File: src/rtl/regfile_wport_arbiter.sv
// Shares the register file write port between writeback (req0) and the
// multi-cycle unit (req1): fixed priority to req0 with a starvation force-grant for req1.
module regfile_wport_arbiter #(
    parameter int unsigned STARVE_LIMIT = 4
) (
    input  logic        clk,
    input  logic        rst,
    input  logic        hold,
    input  logic        req0_valid,
    input  logic [4:0]  req0_rd,
    input  logic [31:0] req0_data,
    output logic        req0_ready,
    input  logic        req1_valid,
    input  logic [4:0]  req1_rd,
    input  logic [31:0] req1_data,
    output logic        req1_ready,
    output logic        rf_we,
    output logic [4:0]  rf_waddr,
    output logic [31:0] rf_wdata,
    output logic [31:0] rf_wsel,
    output logic        starved
);

    localparam logic [3:0] LIMIT = 4'(STARVE_LIMIT);

    logic [3:0]  wait_cnt_q, wait_cnt_d;
    logic        rf_we_q, rf_we_d;
    logic [4:0]  rf_waddr_q, rf_waddr_d;
    logic [31:0] rf_wdata_q, rf_wdata_d;
    logic        force_grant;

    assign force_grant = (wait_cnt_q == LIMIT);
    assign starved     = force_grant && req1_valid;

    // Ready is a pure function of valids, hold and wait_cnt, so there is no ready->valid loop.
    always_comb begin
        req0_ready = 1'b0;
        req1_ready = 1'b0;
        if (!hold) begin
            if (force_grant && req1_valid) begin
                req1_ready = 1'b1;
            end else if (req0_valid) begin
                req0_ready = 1'b1;
            end else if (req1_valid) begin
                req1_ready = 1'b1;
            end
        end
    end

    always_comb begin
        wait_cnt_d = wait_cnt_q;
        if (!req1_valid || req1_ready) begin
            wait_cnt_d = 4'd0;
        end else if (wait_cnt_q < LIMIT) begin
            wait_cnt_d = wait_cnt_q + 4'd1;
        end
    end

    // A write to x0 still loads address/data but never raises the enable.
    always_comb begin
        rf_we_d    = 1'b0;
        rf_waddr_d = rf_waddr_q;
        rf_wdata_d = rf_wdata_q;
        if (req1_valid && req1_ready) begin
            rf_we_d    = (req1_rd != 5'd0);
            rf_waddr_d = req1_rd;
            rf_wdata_d = req1_data;
        end else if (req0_valid && req0_ready) begin
            rf_we_d    = (req0_rd != 5'd0);
            rf_waddr_d = req0_rd;
            rf_wdata_d = req0_data;
        end
    end

    always_ff @(posedge clk or negedge rst) begin
        if (!rst) begin
            wait_cnt_q <= 4'd0;
            rf_we_q    <= 1'b0;
            rf_waddr_q <= 5'd0;
            rf_wdata_q <= 32'd0;
        end else begin
            wait_cnt_q <= wait_cnt_d;
            rf_we_q    <= rf_we_d;
            rf_waddr_q <= rf_waddr_d;
            rf_wdata_q <= rf_wdata_d;
        end
    end

    assign rf_we    = rf_we_q;
    assign rf_waddr = rf_waddr_q;
    assign rf_wdata = rf_wdata_q;
    assign rf_wsel  = rf_we_q ? (32'd1 << rf_waddr_q) : 32'd0;

endmodule

File: config.mk
export PLATFORM = sky130hd
export DESIGN_NAME = regfile_wport_arbiter
export DESIGN_NICKNAME = d
export VERILOG_FILES = /design/src/rtl/regfile_wport_arbiter.sv
export SDC_FILE = /design/constraint.sdc
export NUM_CORES = 1
export LEC_CHECK = 0
export CAP_MARGIN = 20
export CORE_ASPECT_RATIO = 0.6
export CORE_MARGIN = 4
export CORE_UTILIZATION = 32
export DETAILED_ROUTE_END_ITERATION = 16
export GPL_ROUTABILITY_DRIVEN = 1
export PLACE_DENSITY = 0.8
export SKIP_LAST_GASP = 1
export SYNTH_ARGS = -nofsm -noshare
export SYNTH_HDL_FRONTEND = slang
export SYNTH_SLANG_ARGS = --single-unit
File: constraint.sdc
create_clock -name clk -period 1.5 [get_ports clk]
set_input_delay 0.15 -clock clk [delete_from_list [all_inputs] [get_ports clk]]
set_output_delay 0.15 -clock clk [all_outputs]
set_load 0.01 [all_outputs]
# --- Word level (Yosys, flattened, before mapping) ---
# Cells that the tools add are included.
word_totals:
  regBits: 42
  in_bits: 79
  output_inout_bits: 73
  elab_cells: 33
op_classes:
  add_sub_neg: 1
  n_lt_le_gt_ge: 1
  eq_ne: 1
  n_shift: 1
  mux: 16
  reduce_logical: 9
op_table:
  columns: ["op", "n"]
  rows:
  - ["32-bit two-way mux", 3]
  - ["1-bit by 5-bit left shift with 32-bit output (first input constant)", 1]
  - ["5-bit two-way mux", 2]
  - ["5-bit nonzero test", 2]
  - ["1-bit two-way mux", 9]
  - ["4-bit two-way mux", 2]
  - ["4-bit by 1-bit adder with 4-bit output (second input constant)", 1]
  - ["4-bit by 3-bit equality test with 1-bit output (second input constant)", 1]
  - ["4-bit by 3-bit less-than comparator with 1-bit output (second input constant)", 1]
  - ["2-bit nonzero test", 2]
  - ["1-bit logical AND", 3]
  - ["1-bit logical NOT", 1]
  - ["1-bit logical OR", 1]

# --- Logic depth before layout (Yosys ltp) ---
# Gate-level depths: netlist (run 1).
depth:
  depth_word: 7
  mapped_depth: 7
  depth_no_buf: 6

# --- Worst setup path before layout (run 1) ---
# OpenSTA, ideal clock, no wires.
synth_path:
  path_type: "reg2reg"
  startpoint: "register wait_cnt_q[0]"
  endpoint: "register rf_waddr_q[0] (netlist: rf_waddr[0])"
  setup_ps: 126
  arrival_time_ps: 1482
  required_ps: 1374
  path_slack_ps: -108
  path_stages_with_launch: 8
  n_path_buf: 2
  synth_period_minus_slack_ps: 1608
  path_cell_list: "dfrtp_1 > inv_1 > ha_1 > nand4b_2 > and2_1 > buf_4 > buf_6 > a221o_1"
synth_between:
  elab_chain_len: 6
  word_cells_on_any_way: 10
  classes_between: "eq/ne: 1; mux: 5; reduce/logical: 4"
synth_lines:
  columns: ["item", "line", "rtl"]
  rows:
  - ["start, declared", "26", "logic [3:0] wait_cnt_q, wait_cnt_d;"]
  - ["start signal, assigned", "82", "wait_cnt_q <= wait_cnt_d;"]
  - ["4-bit by 3-bit equality test with 1-bit output", "32", "assign force_grant = (wait_cnt_q == LIMIT);"]
  - ["1-bit logical AND", "40", "if (force_grant && req1_valid) begin"]
  - ["1-bit two-way mux", "40", null]
  - ["1-bit two-way mux", "39", "if (!hold) begin"]
  - ["named net req0_ready", "12", "output logic req0_ready,"]
  - ["1-bit logical AND", "68", "end else if (req0_valid && req0_ready) begin"]
  - ["2-bit nonzero test (no line)", null, null]
  - ["end signal, assigned", "84", "rf_waddr_q <= rf_waddr_d;"]
  - ["end, declared", "28", "logic [4:0] rf_waddr_q, rf_waddr_d;"]
# The timed path passes the listed nets, and every way through them passes these cells.
# A chain may end at the register's enable or synchronous reset.

# --- Final worst setup path (run 1) ---
layout_path:
  startpoint: "register wait_cnt_q[0]"
  endpoint: "register rf_wdata_q[26] (netlist: rf_wdata[26])"
layout_between:
  elab_chain_len: 6
  word_cells_on_any_way: 10
  classes_between: "eq/ne: 1; mux: 5; reduce/logical: 4"
layout_lines:
  columns: ["item", "line", "rtl"]
  rows:
  - ["4-bit by 3-bit equality test with 1-bit output *", "32", null]
  - ["1-bit logical AND *", "40", null]
  - ["1-bit two-way mux", "40", null]
  - ["1-bit two-way mux", "39", null]
  - ["1-bit logical AND, on equally long branches", "64, 68", null]
  - ["32-bit two-way mux or 2-bit nonzero test (tied branches)", null, null]
  - ["end signal, assigned", "85", "rf_wdata_q <= rf_wdata_d;"]
  - ["end, declared", "29", "logic [31:0] rf_wdata_q, rf_wdata_d;"]
# Every way passes the cells marked *; elsewhere a longest branch is shown, timed or not.

==> flow_metrics.env, run 1 <==
export IMPL_synthToLayoutAreaGrowth_pct=111.0
export IMPL_internal_power_uw=2916
export IMPL_io_pins=152
export IMPL_cts_tree="yes"
export IMPL_max_freq_mhz=590.7
export IMPL_fillers=462
export IMPL_rsz0062_at_grt="yes"
export IMPL_dr_pass1_iters=4
export IMPL_cp_start_kind="register"
export IMPL_yosysUniqueCellTypes=31
export IMPL_yosysWarnings=0
export IMPL_via_count=2585
export IMPL_tightest_slew_ns=0.5497
export IMPL_mostFrequentLayoutCell="clkdlybuf4s50_1"
export IMPL_power_density_nw_per_um2=889.8
export IMPL_wl_per_cell_um=20.29
export IMPL_grt_overflow=0
export IMPL_diodes=0
export IMPL_synth_compound_area_frac=0.1927
export IMPL_relSlewSlack=0.6335
export IMPL_clkTransAtPathRegs_ns=0.06
export IMPL_crit_required_ns=1.67
export IMPL_die_w_um=114.1
export IMPL_violations="setup timing"
export IMPL_pwr_share_seq=0.342
export IMPL_placementRows=22
export IMPL_core_area_um2=6331
export IMPL_ys_ff_latch=42
export IMPL_mostFrequentLayoutCells="clkdlybuf4s50_1, dfrtp_1, and2_1, a221o_1, buf_4"
export IMPL_wl_met2_um=4864
export IMPL_reg2reg_slack_ns=-0.19
export IMPL_finalHoldViolCount=0
export IMPL_swShare=0.2816
export IMPL_wirelength_um=10080
export IMPL_cts_max_path_buffers=2
export IMPL_combPwrFrac=0.355
export IMPL_postPlaceCellArea_um2=3974
export IMPL_synth_adder_area_share=0.01157
export IMPL_clockPowerShare=0.303
export IMPL_arrival_ns=1.86
export IMPL_layout_setup_ws_ns=-0.1929
export IMPL_power_switching_uw=1143
export IMPL_place_inst=461
export IMPL_min_path_type="primary input to asynchronous set/reset pin"
export IMPL_total_leakage_power_uw=0.002068
export IMPL_peakVddDrop_uv=499.4
export IMPL_synth_cells=210
export IMPL_synth_top_family_by_area="simple AND/OR/NAND/NOR gates"
export IMPL_drv_slew=0
export IMPL_fin_util=0.7206
export IMPL_path_max_fanout=9
export IMPL_grt_usage=0.2019
export IMPL_synth_avg_cell_area_um2=10.30
export IMPL_stdcell_count=497
export IMPL_top_layer="met4"
export IMPL_fin_nets=493
export IMPL_status="finished, violations left"
export IMPL_dpl_hpwl_um=6277
export IMPL_crit_type="register to register"
export IMPL_clk_latency_ns=0.28
export IMPL_final_cell_area_um2=4562
export IMPL_skew_ns=0.003920
export IMPL_synth_nets=291
export IMPL_ant_nets=0
export IMPL_synth_xor_area_frac=0.004051
export IMPL_endpoint_kind="register"
export IMPL_drc=0
export IMPL_wirelength_met1_um=4196
export IMPL_drive_above_1_share=0.3511
export IMPL_power_uw=4059
export IMPL_die_area_um2=8179
export IMPL_grt_pass1_wl_um=12990
export IMPL_antenna_found_initial=0
export IMPL_synth_area_um2=2162
export IMPL_grt_pass1_vias=2611
export IMPL_fp_dieH_um=71.67
export IMPL_drt_iter0_drc=139
export IMPL_finalCritPeriodShare=1.129
export IMPL_fin_crit_ns=1.693
export IMPL_start_util=0.3415
export IMPL_met3_length_um=929
export IMPL_cts_buffers=5
export IMPL_synth_mux_area_frac=0.004630
export IMPL_io_buffers=151
export IMPL_cap_viol_max_count=0
export IMPL_synth_seq_area_share=0.4861
export IMPL_clockRootBuffer="clkbuf_16"
export IMPL_setup_viol=64
export IMPL_ctsHtreeMaxLevel=2
export IMPL_via_per_inst=5.201
export IMPL_synthSimpleGateAreaFrac=0.2500
export IMPL_clkSinkCount=42
export IMPL_grt_max_degree=43
export IMPL_place_gp_congestion=0.8170
-- metrics by stage --
stage | hold WS (ns) | setup TNS, ns | setup WS [ns]
finish | 0.4692 | -7.792 | -0.1929
floorplan | -0.1456 | -1.584 | -0.05985
detailed placement | 0.2550 | -13.01 | -0.2679
global placement | 0.2538 | -11.16 | -0.2485
global route | 0.4738 | -10.93 | -0.2533
CTS | 0.4707 | -5.354 | -0.1294
-- flip-flops by register name, summed over array words and instances (netlist names) --
| register | flops |
|---|---|
| rf_we | 1 |
| rf_waddr | 5 |
| rf_wdata | 32 |
| wait_cnt_q | 4 |
-- worst paths after layout --
path / startpoint / to / depth (start not counted)
setup / recovery: wait_cnt_q[0]$_DFFE_PN0P_ / rf_wdata[26]$_DFFE_PN0P_ / 8
hold / removal: rst / rf_wdata[3]$_DFFE_PN0P_ / 3
setup reg to reg: wait_cnt_q[0]$_DFFE_PN0P_ / rf_wdata[26]$_DFFE_PN0P_ / 8
hold reg to reg: rf_wdata[11]$_DFFE_PN0P_ / rf_wdata[11]$_DFFE_PN0P_ / 2
max in group asynchronous: rst / rf_waddr[3]$_DFFE_PN0P_ / 3
min in group clk: req0_data[10] / rf_wdata[10]$_DFFE_PN0P_ / 2
-- layer usage --
layer | vias up | track usage
met4 | 0 | 0.04875
met3 | 7 | 0.07004
met2 | 132 | 0.3366
met5 | - | 0
met1 | 1274 | 0.2528
li1 | 1172 | -
-- worst max-delay path, cell delays in order, from the launching register on --
cell and delay, ns:
dfrtp_1 0.37, inv_2 0.06, ha_4 0.16, nand3b_1 0.12
a21o_1 0.16, inv_2 0.06, buf_12 0.15, clkbuf_16 0.16
a221o_1 0.33
-- cell usage after synthesis --
cell type | count | area, um2
a21bo_1 | 1 | 10.01
buf_6 | 3 | 33.78
o21bai_1 | 1 | 7.510
nand4_1 | 1 | 6.260
mux2i_1 | 1 | 10.01
nand3_1 | 3 | 15.01
nor2_1 | 28 | 105.1
a221o_1 | 36 | 360.4
clkbuf_1 | 7 | 26.28
inv_2 | 1 | 3.750
inv_1 | 5 | 18.77
o211ai_1 | 1 | 7.510
a21o_1 | 1 | 7.510
a31oi_1 | 1 | 6.260
buf_4 | 1 | 7.510
a211oi_1 | 1 | 7.510
nand4b_1 | 2 | 17.52
nor2b_1 | 2 | 12.51
nand2_1 | 3 | 11.26
buf_2 | 4 | 20.02
dfrtp_1 | 42 | 1051
nand4b_2 | 1 | 15.01
o21ai_1 | 1 | 5.000
ha_1 | 2 | 25.02
or4_1 | 2 | 15.01
nand3b_1 | 1 | 7.510
nand2b_1 | 7 | 43.79
a21oi_1 | 1 | 5.000
nor3_1 | 12 | 60.06
xnor2_1 | 1 | 8.760
and2_1 | 37 | 231.5
-- power by group through the flow --
stage                     logic, uW  registers [uW]  clock network (uW)
after CTS                      1260            1380                1240
final                          1440            1390                1230
after global placement         1170            1390                   0
after detailed placement       1200            1390                   0
after floorplan                 384            1440                   0
after global routing           1520            1400                1300
-- area by class of cell --
type	instances	area, um2	area share
repair buffers	210	2017	0.4421
multi-input cells	147	1199	0.2628
flip-flops and latches	42	1054	0.2309
clock buffers	5	125.1	0.02743
well taps	84	105.1	0.02304
clock inverters	3	40.04	0.008777
inverters	6	22.52	0.004937
-- kinds of logic after synthesis --
family,after synthesis
simple gates,99
compound gates,44
flops,42
buf+inv,21
fa+ha+maj,2
xor+xnor,1
mux,1
-- repair_timing --
action / in CTS / in global routing
gates resized for setup: 159 / 51
cloned: 1 / 7
hold buffers: 1 / 0
setup buffers: 15 / 5
setup endpoints to repair: 75 / 73
hold endpoints to repair: 42 / 0
pin swaps: 22 / 19
Note: power is estimated with default switching activity, not from simulation.
==> run 2, diff against run 1 <==
--- a/config.mk
+++ b/config.mk
@@ -6,12 +6,14 @@
 export NUM_CORES = 1
 export LEC_CHECK = 0
 export CAP_MARGIN = 20
+export CELL_PAD_IN_SITES_DETAIL_PLACEMENT = 0
+export CELL_PAD_IN_SITES_GLOBAL_PLACEMENT = 1
 export CORE_ASPECT_RATIO = 0.6
 export CORE_MARGIN = 4
-export CORE_UTILIZATION = 32
+export CORE_UTILIZATION = 22
 export DETAILED_ROUTE_END_ITERATION = 16
 export GPL_ROUTABILITY_DRIVEN = 1
-export PLACE_DENSITY = 0.8
+export PLACE_DENSITY = 0.78
 export SKIP_LAST_GASP = 1
 export SYNTH_ARGS = -nofsm -noshare
 export SYNTH_HDL_FRONTEND = slang
==> constraint.sdc (replaced) <==
create_clock -name clk -period 1.5 [get_ports clk]
set_input_delay 0.225 -clock clk [delete_from_list [all_inputs] [get_ports clk]]
set_output_delay 0.225 -clock clk [all_outputs]
set_load 0.01 [all_outputs]
==> run 2 against run 1 <==
The flow still finishes with violations (setup timing). Register-to-register slack about the same. Global-route usage decreased by 6.1 points. Routed wire length decreased by 11%. First-iteration DRC count decreased by 13%. Utilization decreased by 25 points. Flip-flop and latch count unchanged. Worst setup slack got worse by 0.0092 ns. Critical path type is now register to output port. Highest routed layer unchanged.
==> flow_metrics.env, run 2 (synthesis results as in run 1) <==
export IMPL_status="finished, violations left"
export IMPL_violations="setup timing"
export IMPL_die_area_um2=11530
export IMPL_clkSinkCount=42
export IMPL_path_cells="inv_2, ha_4, nand3b_1, a21o_1, clkinv_4, buf_2"
export IMPL_grt_usage=0.1407
export IMPL_endpoint_kind="output port"
export IMPL_critical_path_max_stage_delay_ns=0.39
export IMPL_min_path_type="primary input to asynchronous set/reset pin"
export IMPL_power_uw=3725
export IMPL_tightest_slew_ns=0.2427
export IMPL_seq_area_um2=1056
export IMPL_wirelength_um=9000
export IMPL_ant_nets=0
export IMPL_clkTransAtPathRegs_ns=0.06
export IMPL_place_gp_congestion=0.8451
export IMPL_grt_pass1_wl_um=12880
export IMPL_arrival_ns=1.48
export IMPL_dpl_hpwl_um=6228
export IMPL_mostFrequentLayoutCell="clkdlybuf4s50_1"
export IMPL_layout_setup_ws_ns=-0.2020
export IMPL_mostFrequentLayoutCells="clkdlybuf4s50_1, dfrtp_1, and2_1, a221o_1, buf_4"
export IMPL_ctsHtreeMaxLevel=2
export IMPL_via_per_inst=4.542
export IMPL_drv_slew=0
export IMPL_die_w_um=136.0
export IMPL_rsz0062_at_grt="yes"
export IMPL_io_buffers=151
export IMPL_peakVddDrop_uv=370.4
export IMPL_placementRows=27
export IMPL_largest_reg_flops=32
export IMPL_finalSetupTns_ns=-8.684
export IMPL_fp_dieH_um=84.79
export IMPL_core_area_um2=9358
export IMPL_drt_iter0_drc=121
export IMPL_max_freq_mhz=587.5
export IMPL_cap_viol_max_count=0
export IMPL_cts_buffers=5
export IMPL_total_leakage_power_uw=0.001942
export IMPL_relSlewSlack=0.8379
export IMPL_grt_max_degree=43
export IMPL_finalCritPeriodShare=1.135
export IMPL_crit_type="register to output port"
export IMPL_crit_required_ns=1.27
export IMPL_setup_viol=69
export IMPL_power_density_nw_per_um2=846.8
export IMPL_wl_per_cell_um=16.98
export IMPL_cts_max_path_buffers=2
export IMPL_cp_start_kind="register"
export IMPL_path_delay_family="flip-flops"
export IMPL_fin_nets=481
export IMPL_finalHoldViolCount=0
export IMPL_fin_crit_ns=1.702
export IMPL_grt_pass1_vias=2415
export IMPL_via_count=2407
export IMPL_path_max_fanout=6
export IMPL_clk_latency_ns=0.28
export IMPL_fillers=880
export IMPL_antenna_found_initial=0
export IMPL_crit_buf_inv=3
export IMPL_io_pins=152
export IMPL_diodes=0
export IMPL_reg2reg_slack_ns=-0.20
export IMPL_skew_ns=0.003332
export IMPL_drc=0
export IMPL_cts_tree="yes"
export IMPL_clockRootBuffer="clkbuf_16"
export IMPL_synthToLayoutAreaGrowth_pct=103.5
export IMPL_dr_pass1_iters=4
export IMPL_cp_slowest_cell="dfrtp_1"
export IMPL_drive_above_1_share=0.3350
export IMPL_fin_util=0.4701
export IMPL_multiInputGateArea_um2=1205
export IMPL_start_util=0.2310
export IMPL_grt_overflow=0
## run 2: cell types whose count changed in the layout (fill, tap and decap cells not counted), sizes merged
cell / delta
inv: -1
clkbuf: -1
bufinv: -1
clkdlybuf4s50: -1
buf: -9
dlygate4sd2: +1
clkinv: -1
## run 2: worst reg2reg max path, stage by stage, from the launching register on
cell and delay (ns):
dfrtp_1 0.36, inv_2 0.05, ha_4 0.16, nand3b_1 0.11, a21o_1 0.19, clkinv_4 0.13
clkbuf_16 0.22, a221o_1 0.35
## run 2: path summary, 6_finish.rpt
path                                      startpoint                  endpoint  depth (start not counted)
setup / recovery           wait_cnt_q[1]$_DFFE_PN0P_                req1_ready                          6
hold / removal                                   rst  rf_wdata[21]$_DFFE_PN0P_                          3
min in group clk                       req1_data[31]  rf_wdata[31]$_DFFE_PN0P_                          2
setup reg to reg           wait_cnt_q[1]$_DFFE_PN0P_   rf_waddr[3]$_DFFE_PN0P_                          7
max in group asynchronous                        rst   rf_waddr[0]$_DFFE_PN0P_                          3
hold reg to reg              rf_wdata[2]$_DFFE_PN0P_   rf_wdata[2]$_DFFE_PN0P_                          2
## run 2: where the power goes
group	switching, uW	total (uW)	leakage (uW)	internal (uW)
Sequential	101	1380	0.000518	1280
Combinational	531	1320	0.00136	787
Clock	414	1020	0.0000640	609
Total	1050	3730	0.00194	2680
## run 2: timing repair
item | CTS | global route
endpoints found under the hold margin | 42 | 0
pin swaps | 11 | 30
gates resized for setup | 157 | 50
setup buffers | 11 | 2
endpoints found under the setup margin | 81 | 77
cloned | 0 | 4
hold buffers | 1 | 0
## run 2: stage by stage
stage / instances / area, um2 / worst slack [ns] / hold WS, ns
floorplan: 210 / 2180 / -0.05985 / -0.07059
global placement: 507 / 4006 / -0.3762 / 0.2330
detailed placement: 507 / 4006 / -0.3919 / 0.2354
CTS: 526 / 4207 / -0.1695 / 0.4687
global route: 530 / 4399 / -0.2895 / 0.4932
finish: 530 / 4399 / -0.2020 / 0.4628
## run 2: cell type report
cell class / instances / area share
repair buffers: 198 / 0.4127
multi-input cells: 147 / 0.2739
flip-flops and latches: 42 / 0.2400
well taps: 130 / 0.03697
clock buffers: 7 / 0.03015
inverters: 6 / 0.006257
## run 2: metal layers
metal | track usage | wire, um | vias to the layer above
met2 | 0.2067 | 3900 | 89
met5 | 0 | 0 | -
li1 | - | - | 1146
met3 | 0.05449 | 662 | 6
met4 | 0.02653 | 38 | 0
met1 | 0.1974 | 4399 | 1166
